[src/rtl/input_conditioner.sv]
// Two-channel switch conditioner: 2-flop synchronizer, per-channel debounce FSM,
// registered rising-edge pulses and a shared modulo-16 rise counter.
module input_conditioner #(
  parameter int DEBOUNCE_CYCLES = 4
) (
  input  logic       clock,
  input  logic       reset,
  input  logic       a_raw,
  input  logic       b_raw,
  output logic       a_clean,
  output logic       b_clean,
  output logic       a_rise,
  output logic       b_rise,
  output logic [3:0] rise_count
);

  localparam logic [1:0] STABLE_LOW  = 2'd0;
  localparam logic [1:0] RISE_WAIT   = 2'd1;
  localparam logic [1:0] STABLE_HIGH = 2'd2;
  localparam logic [1:0] FALL_WAIT   = 2'd3;

  localparam logic [3:0] DEB_LIMIT = 4'(DEBOUNCE_CYCLES);

  logic [1:0] raw_s;
  logic [1:0] clean_s;
  logic [1:0] rise_s;
  logic [3:0] rise_count_r;

  assign raw_s = {b_raw, a_raw};

  for (genvar ch = 0; ch < 2; ch++) begin : g_ch
    logic       s1_r;
    logic       s2_r;
    logic [1:0] state_r;
    logic [1:0] state_nxt_s;
    logic [3:0] cnt_r;
    logic [3:0] cnt_nxt_s;
    logic       clean_r;
    logic       clean_nxt_s;
    logic       rise_r;
    logic       rise_nxt_s;

    // Two-flop synchronizer for the asynchronous raw level.
    always_ff @(posedge clock or posedge reset) begin
      if (reset) begin
        s1_r <= 1'b0;
        s2_r <= 1'b0;
      end else begin
        s1_r <= raw_s[ch];
        s2_r <= s1_r;
      end
    end

    // Debounce next-state: count consecutive samples that differ from the clean level.
    always_comb begin
      state_nxt_s = state_r;
      cnt_nxt_s   = cnt_r;
      clean_nxt_s = clean_r;
      rise_nxt_s  = 1'b0;
      case (state_r)
        STABLE_LOW: begin
          if (s2_r) begin
            if (DEB_LIMIT == 4'd1) begin
              state_nxt_s = STABLE_HIGH;
              clean_nxt_s = 1'b1;
              rise_nxt_s  = 1'b1;
              cnt_nxt_s   = 4'd0;
            end else begin
              state_nxt_s = RISE_WAIT;
              cnt_nxt_s   = 4'd1;
            end
          end else begin
            cnt_nxt_s = 4'd0;
          end
        end
        RISE_WAIT: begin
          if (s2_r) begin
            if (cnt_r + 4'd1 == DEB_LIMIT) begin
              state_nxt_s = STABLE_HIGH;
              clean_nxt_s = 1'b1;
              rise_nxt_s  = 1'b1;
              cnt_nxt_s   = 4'd0;
            end else begin
              cnt_nxt_s = cnt_r + 4'd1;
            end
          end else begin
            state_nxt_s = STABLE_LOW;
            cnt_nxt_s   = 4'd0;
          end
        end
        STABLE_HIGH: begin
          if (!s2_r) begin
            if (DEB_LIMIT == 4'd1) begin
              state_nxt_s = STABLE_LOW;
              clean_nxt_s = 1'b0;
              cnt_nxt_s   = 4'd0;
            end else begin
              state_nxt_s = FALL_WAIT;
              cnt_nxt_s   = 4'd1;
            end
          end else begin
            cnt_nxt_s = 4'd0;
          end
        end
        FALL_WAIT: begin
          if (!s2_r) begin
            if (cnt_r + 4'd1 == DEB_LIMIT) begin
              state_nxt_s = STABLE_LOW;
              clean_nxt_s = 1'b0;
              cnt_nxt_s   = 4'd0;
            end else begin
              cnt_nxt_s = cnt_r + 4'd1;
            end
          end else begin
            state_nxt_s = STABLE_HIGH;
            cnt_nxt_s   = 4'd0;
          end
        end
        default: begin
          state_nxt_s = STABLE_LOW;
          cnt_nxt_s   = 4'd0;
          clean_nxt_s = 1'b0;
        end
      endcase
    end

    // Debounce state, clean level and rise pulse registers.
    always_ff @(posedge clock or posedge reset) begin
      if (reset) begin
        state_r <= STABLE_LOW;
        cnt_r   <= 4'd0;
        clean_r <= 1'b0;
        rise_r  <= 1'b0;
      end else begin
        state_r <= state_nxt_s;
        cnt_r   <= cnt_nxt_s;
        clean_r <= clean_nxt_s;
        rise_r  <= rise_nxt_s;
      end
    end

    assign clean_s[ch] = clean_r;
    assign rise_s[ch]  = rise_r;
  end

  // Shared rise counter; simultaneous pulses add two and the count wraps naturally.
  always_ff @(posedge clock or posedge reset) begin
    if (reset) begin
      rise_count_r <= 4'd0;
    end else begin
      rise_count_r <= rise_count_r + {3'b000, rise_s[0]} + {3'b000, rise_s[1]};
    end
  end

  assign a_clean    = clean_s[0];
  assign b_clean    = clean_s[1];
  assign a_rise     = rise_s[0];
  assign b_rise     = rise_s[1];
  assign rise_count = rise_count_r;

endmodule

[config.mk]
export PLATFORM = sky130hd
export DESIGN_NAME = input_conditioner
export DESIGN_NICKNAME = d
export VERILOG_FILES = /design/src/rtl/input_conditioner.sv
export SDC_FILE = /design/constraint.sdc
export NUM_CORES = 1
export LEC_CHECK = 0
export BUFFER_PORTS_ARGS = -buffer_cell sky130_fd_sc_hd__clkbuf_2
export CELL_PAD_IN_SITES_DETAIL_PLACEMENT = 1
export CELL_PAD_IN_SITES_GLOBAL_PLACEMENT = 1
export CORE_MARGIN = 2
export CORE_UTILIZATION = 40
export CTS_BUF_LIST = sky130_fd_sc_hd__clkbuf_16
export CTS_CLUSTER_DIAMETER = 60
export DETAILED_ROUTE_END_ITERATION = 6
export HOLD_SLACK_MARGIN = 0.12
export PLACE_DENSITY_LB_ADDON = 0.1
export SYNTH_ARGS = -nofsm -noshare
export SYNTH_HDL_FRONTEND = slang
export SYNTH_SLANG_ARGS = --single-unit
[constraint.sdc]
create_clock -name clock -period 1.7 [get_ports clock]
set_input_delay 0.17 -clock clock [delete_from_list [all_inputs] [get_ports clock]]
set_output_delay 0.17 -clock clock [all_outputs]
set_load 0.05 [all_outputs]
Word-level counts from Yosys, hierarchy flattened
Cells that the tools add are included.
- div/mod/pow operators: 0
- magnitude comparators: 0
- eq/ne operators: 24
- reductions and logical operators: 8
- shifts and indexed selects: 0
- bitwise logic cells: 0
- add/subtract/negate cells: 4
- multiplexer cells: 42
- $mul: 0
- operators with widths (operator ; number):
    4-bit one-hot mux with 4 select lines ; 2
    2-bit 2-to-1 mux ; 12
    4-bit 2-to-1 mux ; 6
    2-bit != test, second input constant ; 12
    1-bit 2-to-1 mux ; 18
    2-bit one-hot mux with 4 select lines ; 2
    3-bit != test, second input constant ; 4
    5-bit AND reduction ; 2
    4-bit by 1-bit adder with 4-bit output ; 2
    4-bit by 1-bit adder with 4-bit output, second input constant ; 2
    2-bit equality test, second input constant ; 4
    4-bit by 3-bit equality test with 1-bit output, second input constant ; 2
    4-bit AND reduction ; 2
    2-bit by 1-bit equality test with 1-bit output, second input constant ; 2
    2-bit logical NOT ; 2
    1-bit one-hot mux with 2 select lines ; 2
    2-bit nonzero test ; 2
- bits in latches: 0
- output and inout port bits: 8
- logic and storage cells: 91
- memories kept: 0
- input port bits: 4
- bits in read-only memories: 0
- memory bits (writable): 0
- bits in registers: 24

Longest topological paths before layout
Gate-level depths: netlist of run 1.
- word-level depth: 5
- gate-level depth with buffers: 5

Worst setup path before layout of run 1
No wires, ideal clock.
- path kind: register to register
- start point: register g_ch[0].cnt_r[0]
- end point: register with a tool-made name
- path buffers: 0
- path slack: 22 ps
- library setup time: 127 ps
- stages on the path, launching flop included: 6
- arrival time: 1550 ps
- cell sequence: dfrtp_1 > ha_1 > nand2b_1 > o32ai_1 > and3_2 > mux2_1
- RTL lines (element ; RTL line ; RTL):
    from (decl) ; 36 ; logic [3:0] cnt_r;
    from (signal assigned) ; 136 ; cnt_r <= cnt_nxt_s;

==> results.tsv, run 1 <==
stage	metric	value	unit
min_path	holdCritPathClass	register to register	
clocking	cts_tree	yes	
synthesis	syn_area_per_cell	11.56	um2
finish	final_common_cell	dfrtp_1	
critical_path	crit_fanout	2	
clocking	root_buffer	clkbuf_16	
synthesis	seq_area_frac_synth	55.88	%
detailed_routing	first_iter_violations	10	
floorplan	start_util	42.61	%
synthesis	synth_edf_count	0	
critical_path	critPathRequiredTime	1840	ps
critical_path	reg2reg_from	g_ch[0].cnt_r[1]	
timing	finalHoldViolations	0	
detailed_routing	wire_per_inst	13.28	um
synthesis	syn_area	1075	um2
detailed_routing	via_per_inst	5.081	
outcome	outcome	completed	
global_route	grt_max_degree	16	
timing	setup_viol	0	
timing	worstMarginPinSlew	406.0	ps
synthesis	ys.flop_type	dfrtp_1	
timing	period_needed	1642	ps
critical_path	cp-startpoint	g_ch[0].cnt_r[1]	
flow_run	maxCapViolCount	0	
synthesis	syn_nets	103	
clocking	cts.reportedPaths.clkPinSlew	60	ps
finish	final_cell_mix	dfrtp_1 (24), clkbuf_2 (11), inv_1 (10)	
floorplan	rows	18	
global_route	antenna_found_initial	0	
synthesis	ys_ff_latch	24	
synthesis	synth_cell_types	30	
critical_path	end_kind	register	
detailed_routing	vias	752	
floorplan	die_area	3118	um2
placement	place_congestion	0.7002	
floorplan	die_x	55.84	um
finish	fill_cells	267	
finish	fin_area	1375	um2
floorplan	ios	12	
critical_path	start_kind	register	
synthesis	ys_warn_count	0	
clocking	cts_max_level	1	
global_route	grt_pass1_wl	3.546	mm
timing	hold_slack	350.7	ps
detailed_routing	firstDrtPassIters	4	
detailed_routing	routed_wl	1.966	mm
global_route	grt.overflow.total	0	
finish	multiInputGateArea	479.2	um2
critical_path	critical_path_class	register to register	
detailed_routing	drc	0	
timing	fin_skew	1.907	ps
finish	seq_area	600.6	um2
timing	timing.final.crit_share	96.60	%
pwr	leakage	0.6795	nW
pwr	ir_worst_vdd	0.6471	mV
clocking	cts_max_path_buffers	2	
finish	drive_above_1_share	26.27	%
min_path	worstHoldStart	g_ch[0].s1_r	
detailed_routing	ant_nets	0	
clocking	numCtsBuffers	3	
timing	fmax	608.9	MHz
floorplan	die_h	55.84	um
clocking	worstSkewPairLatency	250	ps
timing	timing.final.max_slew_violations	0	
critical_path	cp.arrival	1780	ps
placement	hpwlAfterDp	1.511	mm
clocking	clkSinkCount	24	
finish	n_antenna_cell	0	
finish	nets	130	
finish	syn2layout_area_growth	27.94	%
timing	tns	0	ps
synthesis	syn_inst	93	
finish	final_util	54.51	%
floorplan	core_area	2522	um2
synthesis	synthArstFlopShare	100.0	%
global_route	grt_pass1_vias	857	
placement	place_area	1220	um2
pwr	power_density	910.4	nW/um2
placement	place.port_buffers	11	
timing	slew-limit-headroom	72.91	%
critical_path	reg2reg_slack	60	ps
global_route	grt_usage	14.53	%
layer usage:
layer	vias up	GRT usage [%]	share of wire, %
li1	360	-	-
met1	375	16.14	42
met2	12	26.19	52
met3	5	3.721	3.9
met4	0	6.122	1.8
met5	-	0	0
area by class of cell:
class / count / area share [%]
Tap cell: 30 / 2.730
Inverter: 10 / 2.730
Clock buffer: 3 / 5.460
Sequential cell: 24 / 43.68
Timing Repair Buffer: 22 / 10.56
Multi-Input combinational cell: 59 / 34.85
kinds of logic (layout without fill, tap and decap cells):
| family | Yosys count | count (layout) | share of synthesized area, % |
|---|---|---|---|
| and+or+nand+nor | 32 | 32 | 16.77 |
| DFF | 24 | 24 | 55.88 |
| AOI/OAI and AO/OA | 11 | 11 | 7.568 |
| buffers and inverters | 10 | 35 | 3.493 |
| xor gates and xnor gates | 8 | 8 | 6.519 |
| adders and majority gates | 6 | 6 | 7.683 |
| muxes | 2 | 2 | 2.095 |
worst paths after layout:
path                            endpoint  cells after the start
max                             register                      5
min                         g_ch[0].s2_r                      0
max reg2reg                     register                      5
min reg2reg                 g_ch[0].s2_r                      0
max in group asynchronous      async pin                      4
min in group asynchronous  rise_count[3]                      3
sequential cells by signal, indices dropped and copies added, names as in the netlist, named ones only:
name,flops
g_ch.cnt_r,8
rise_count,4
g_ch.s1_r,2
g_ch.s2_r,2
g_ch.state_r,2
a_clean,1
a_rise,1
b_clean,1
b_rise,1
cells in the mapped netlist (all sizes together) (2+ instances only):
cell | count | area, um2
nor2b | 3 | 18.77
xnor2 | 3 | 26.28
inv | 10 | 37.54
mux2 | 2 | 22.52
o21ai | 3 | 15.01
xor2 | 5 | 43.79
a21oi | 2 | 10.01
nand3b | 2 | 15.01
and3b | 2 | 17.52
nand2 | 5 | 18.77
nand3 | 2 | 10.01
dfrtp | 24 | 600.6
nand2b | 3 | 18.77
and3 | 3 | 20.02
ha | 5 | 62.56
nor2 | 7 | 26.28
metrics by stage:
stage / worst slack, ps / cells / total power, mW
6_report: 57.75 / 148 / 1.252
5_1_grt: -10.38 / 148 / 1.319
4_1_cts: 11.24 / 147 / 1.261
3_5_place_dp: -32.26 / 141 / 0.7551
3_3_place_gp: 14.57 / 141 / 0.7514
2_1_floorplan: 22.49 / 93 / 0.7075
timing repair:
| action | 4_1_cts | 5_1_grt |
|---|---|---|
| endpoints found under the setup margin | 2 | 1 |
| hold buffers | 3 | 0 |
| gates resized for setup | 2 | 6 |
| pin swaps | 0 | 2 |
| hold endpoints to repair | 11 | 0 |
| buffers inserted | 0 | 1 |
critical path, cell delays in order, from the launching register on:
cell and delay [ps]:
dfrtp_1 400, ha_2 180, nand2b_4 150, o32ai_4 270
and3_4 240, mux2_4 290
power breakdown:
| group | switching (mW) | internal [mW] |
|---|---|---|
| Combinational | 0.0734 | 0.0638 |
| Sequential | 0.0248 | 0.600 |
| Clock | 0.180 | 0.311 |
| Total | 0.278 | 0.974 |
Note: power is estimated with default switching activity, not from simulation.
==> inputs of run 2 (changes only) <==
--- a/config.mk
+++ b/config.mk
@@ -9,7 +9,7 @@
 export CELL_PAD_IN_SITES_DETAIL_PLACEMENT = 1
 export CELL_PAD_IN_SITES_GLOBAL_PLACEMENT = 1
 export CORE_MARGIN = 2
-export CORE_UTILIZATION = 40
+export CORE_UTILIZATION = 25
 export CTS_BUF_LIST = sky130_fd_sc_hd__clkbuf_16
 export CTS_CLUSTER_DIAMETER = 60
 export DETAILED_ROUTE_END_ITERATION = 6
==> run 2 against run 1 <==
- sequential cell count stayed put
- core utilization is 20 points lower
- register-to-register slack hardly changed
- global-route usage is 5.0 points lower
- count of clock-buffer cells in the layout stayed put
- sequential share of layout area is 1.4 points lower
- non-clock buffer count stayed put
- hold slack worse by 6.2 ps
- critical path depth stayed put
- total power is 14% higher
- routed wire length is 2.0% higher
- clock skew is 2.3 ps higher
- critical path type unchanged
- largest power group is now the clock network
==> results.tsv, run 2 (synthesis results as in run 1) <==
stage	metric	value	unit
critical_path	critical_path_class	register to register	
floorplan	rows	23	
placement	hpwlAfterDp	1.515	mm
pwr	ir_worst_vdd	0.3150	mV
timing	tns	0	ps
floorplan	start_util	26.49	%
finish	fill_cells	448	
detailed_routing	drc	0	
critical_path	start_kind	register	
finish	seq_area	600.6	um2
floorplan	ios	12	
detailed_routing	ant_nets	0	
floorplan	die_area	4839	um2
outcome	outcome	completed	
clocking	numCtsBuffers	3	
finish	final_common_cell	dfrtp_1	
floorplan	die_h	69.57	um
placement	place_congestion	0.8323	
global_route	antenna_found_initial	0	
placement	dp_slack	-19.77	ps
min_path	holdCritPathClass	input pin to async pin	
global_route	grt_usage	9.517	%
global_route	grt.overflow.total	0	
detailed_routing	vias	727	
pwr	power	1.423	mW
detailed_routing	wire_per_inst	11.86	um
critical_path	cp-startpoint	g_ch[0].cnt_r[1]	
detailed_routing	first_iter_violations	7	
critical_path	crit_fanout	4	
timing	setup_viol	0	
flow_run	maxCapViolCount	0	
timing	timing.final.crit_share	96.98	%
clocking	cts_tree	yes	
timing	worstMarginPinSlew	333.6	ps
timing	fin_ws	51.31	ps
finish	final_cell_mix	dfrtp_1 (24), clkbuf_2 (11), inv_1 (10)	
finish	n_antenna_cell	0	
pwr	power_density	1002	nW/um2
timing	fmax	606.5	MHz
clocking	cts_max_path_buffers	2	
detailed_routing	via_per_inst	4.302	
finish	syn2layout_area_growth	32.13	%
critical_path	reg2reg_from	g_ch[0].cnt_r[1]	
floorplan	die_x	69.57	um
finish	largest_reg_flops	8	
detailed_routing	routed_wl	2.005	mm
timing	hold_slack	344.5	ps
critical_path	end_kind	register	
finish	multiInputGateArea	469.2	um2
timing	slew-limit-headroom	77.44	%
placement	place.port_buffers	11	
floorplan	core_area	4058	um2
pwr	leakage	0.6918	nW
timing	period_needed	1649	ps
global_route	grt_max_degree	20	
timing	finalHoldViolations	0	
clocking	clkSinkCount	24	
clocking	cts_max_level	1	
critical_path	critPathRequiredTime	1840	ps
global_route	grt_pass1_vias	806	
critical_path	cp.arrival	1790	ps
clocking	worstSkewPairLatency	260	ps
finish	drive_above_1_share	25.21	%
finish	top_register	g_ch.cnt_r	
detailed_routing	firstDrtPassIters	2	
timing	fin_skew	4.220	ps
global_route	grt_pass1_wl	3.560	mm
finish	nets	130	
clocking	cts.reportedPaths.clkPinSlew	60	ps
clocking	root_buffer	clkbuf_16	
timing	timing.final.max_slew_violations	0	
==> run 2: cell types whose count changed in the layout (fill, tap and decap cells not counted) <==
cell,before,now
bufinv_16,0,1
nor4b_1,0,1
mux2_1,0,1
mux2_4,1,0
nor4b_2,1,0
==> run 2: power breakdown <==
| part | total, mW | internal, mW | switching, mW | leakage [nW] |
|---|---|---|---|---|
| combinational | 0.130 | 0.0615 | 0.0682 | 0.335 |
| clock | 0.666 | 0.468 | 0.198 | 0.0511 |
| sequential | 0.628 | 0.599 | 0.0283 | 0.306 |
==> run 2: worst paths after layout <==
| path | endpoint | slack [ps] | cells after the start |
|---|---|---|---|
| setup / recovery | register | 50 | 5 |
| hold / removal | b_rise | 340 | 3 |
| setup reg to reg | register | 50 | 5 |
| hold reg to reg | g_ch[1].s2_r | 360 | 0 |
| max in group asynchronous | g_ch[0].cnt_r[2] | 840 | 4 |
| min in group clock | g_ch[1].s2_r | 360 | 0 |
==> run 2: metrics by stage <==
stage | area (um2) | utilization (%) | instances
floorplan | 1075 | - | 93
detailed placement | 1252 | 30.87 | 162
global route | 1420 | 35.00 | 169
CTS | 1395 | 34.38 | 169
finish | 1420 | 35.00 | 169
global placement | 1252 | 30.87 | 162
==> run 2: worst max-delay path: stages, from the launching register on <==
cell and delay (ps):
dfrtp_1 410, ha_2 180, nand2b_4 150, o32ai_4 260, and3_4 220, mux2_1 310
==> run 2: layout make-up <==
type | count | share of cell area, %
flip-flops and latches | 24 | 42.29
multi-input cells | 59 | 33.04
repair buffers | 22 | 10.22
clock buffers | 3 | 5.286
well taps | 50 | 4.405
inverters | 10 | 2.643
clock inverters | 1 | 2.115
==> run 2: what timing repair did <==
item	in CTS	in global routing
endpoints found under the setup margin	1	1
pin swaps	0	2
hold buffers	3	0
resized for setup	1	5
setup buffers	0	0
hold endpoints to repair	7	0
==> run 2: layer usage <==
metal | part of all wire, % | GRT usage, %
met5 | 0 | 0
met1 | 46 | 11.78
met4 | 0.85 | 4.575
met3 | 2.8 | 2.616
met2 | 50 | 15.28
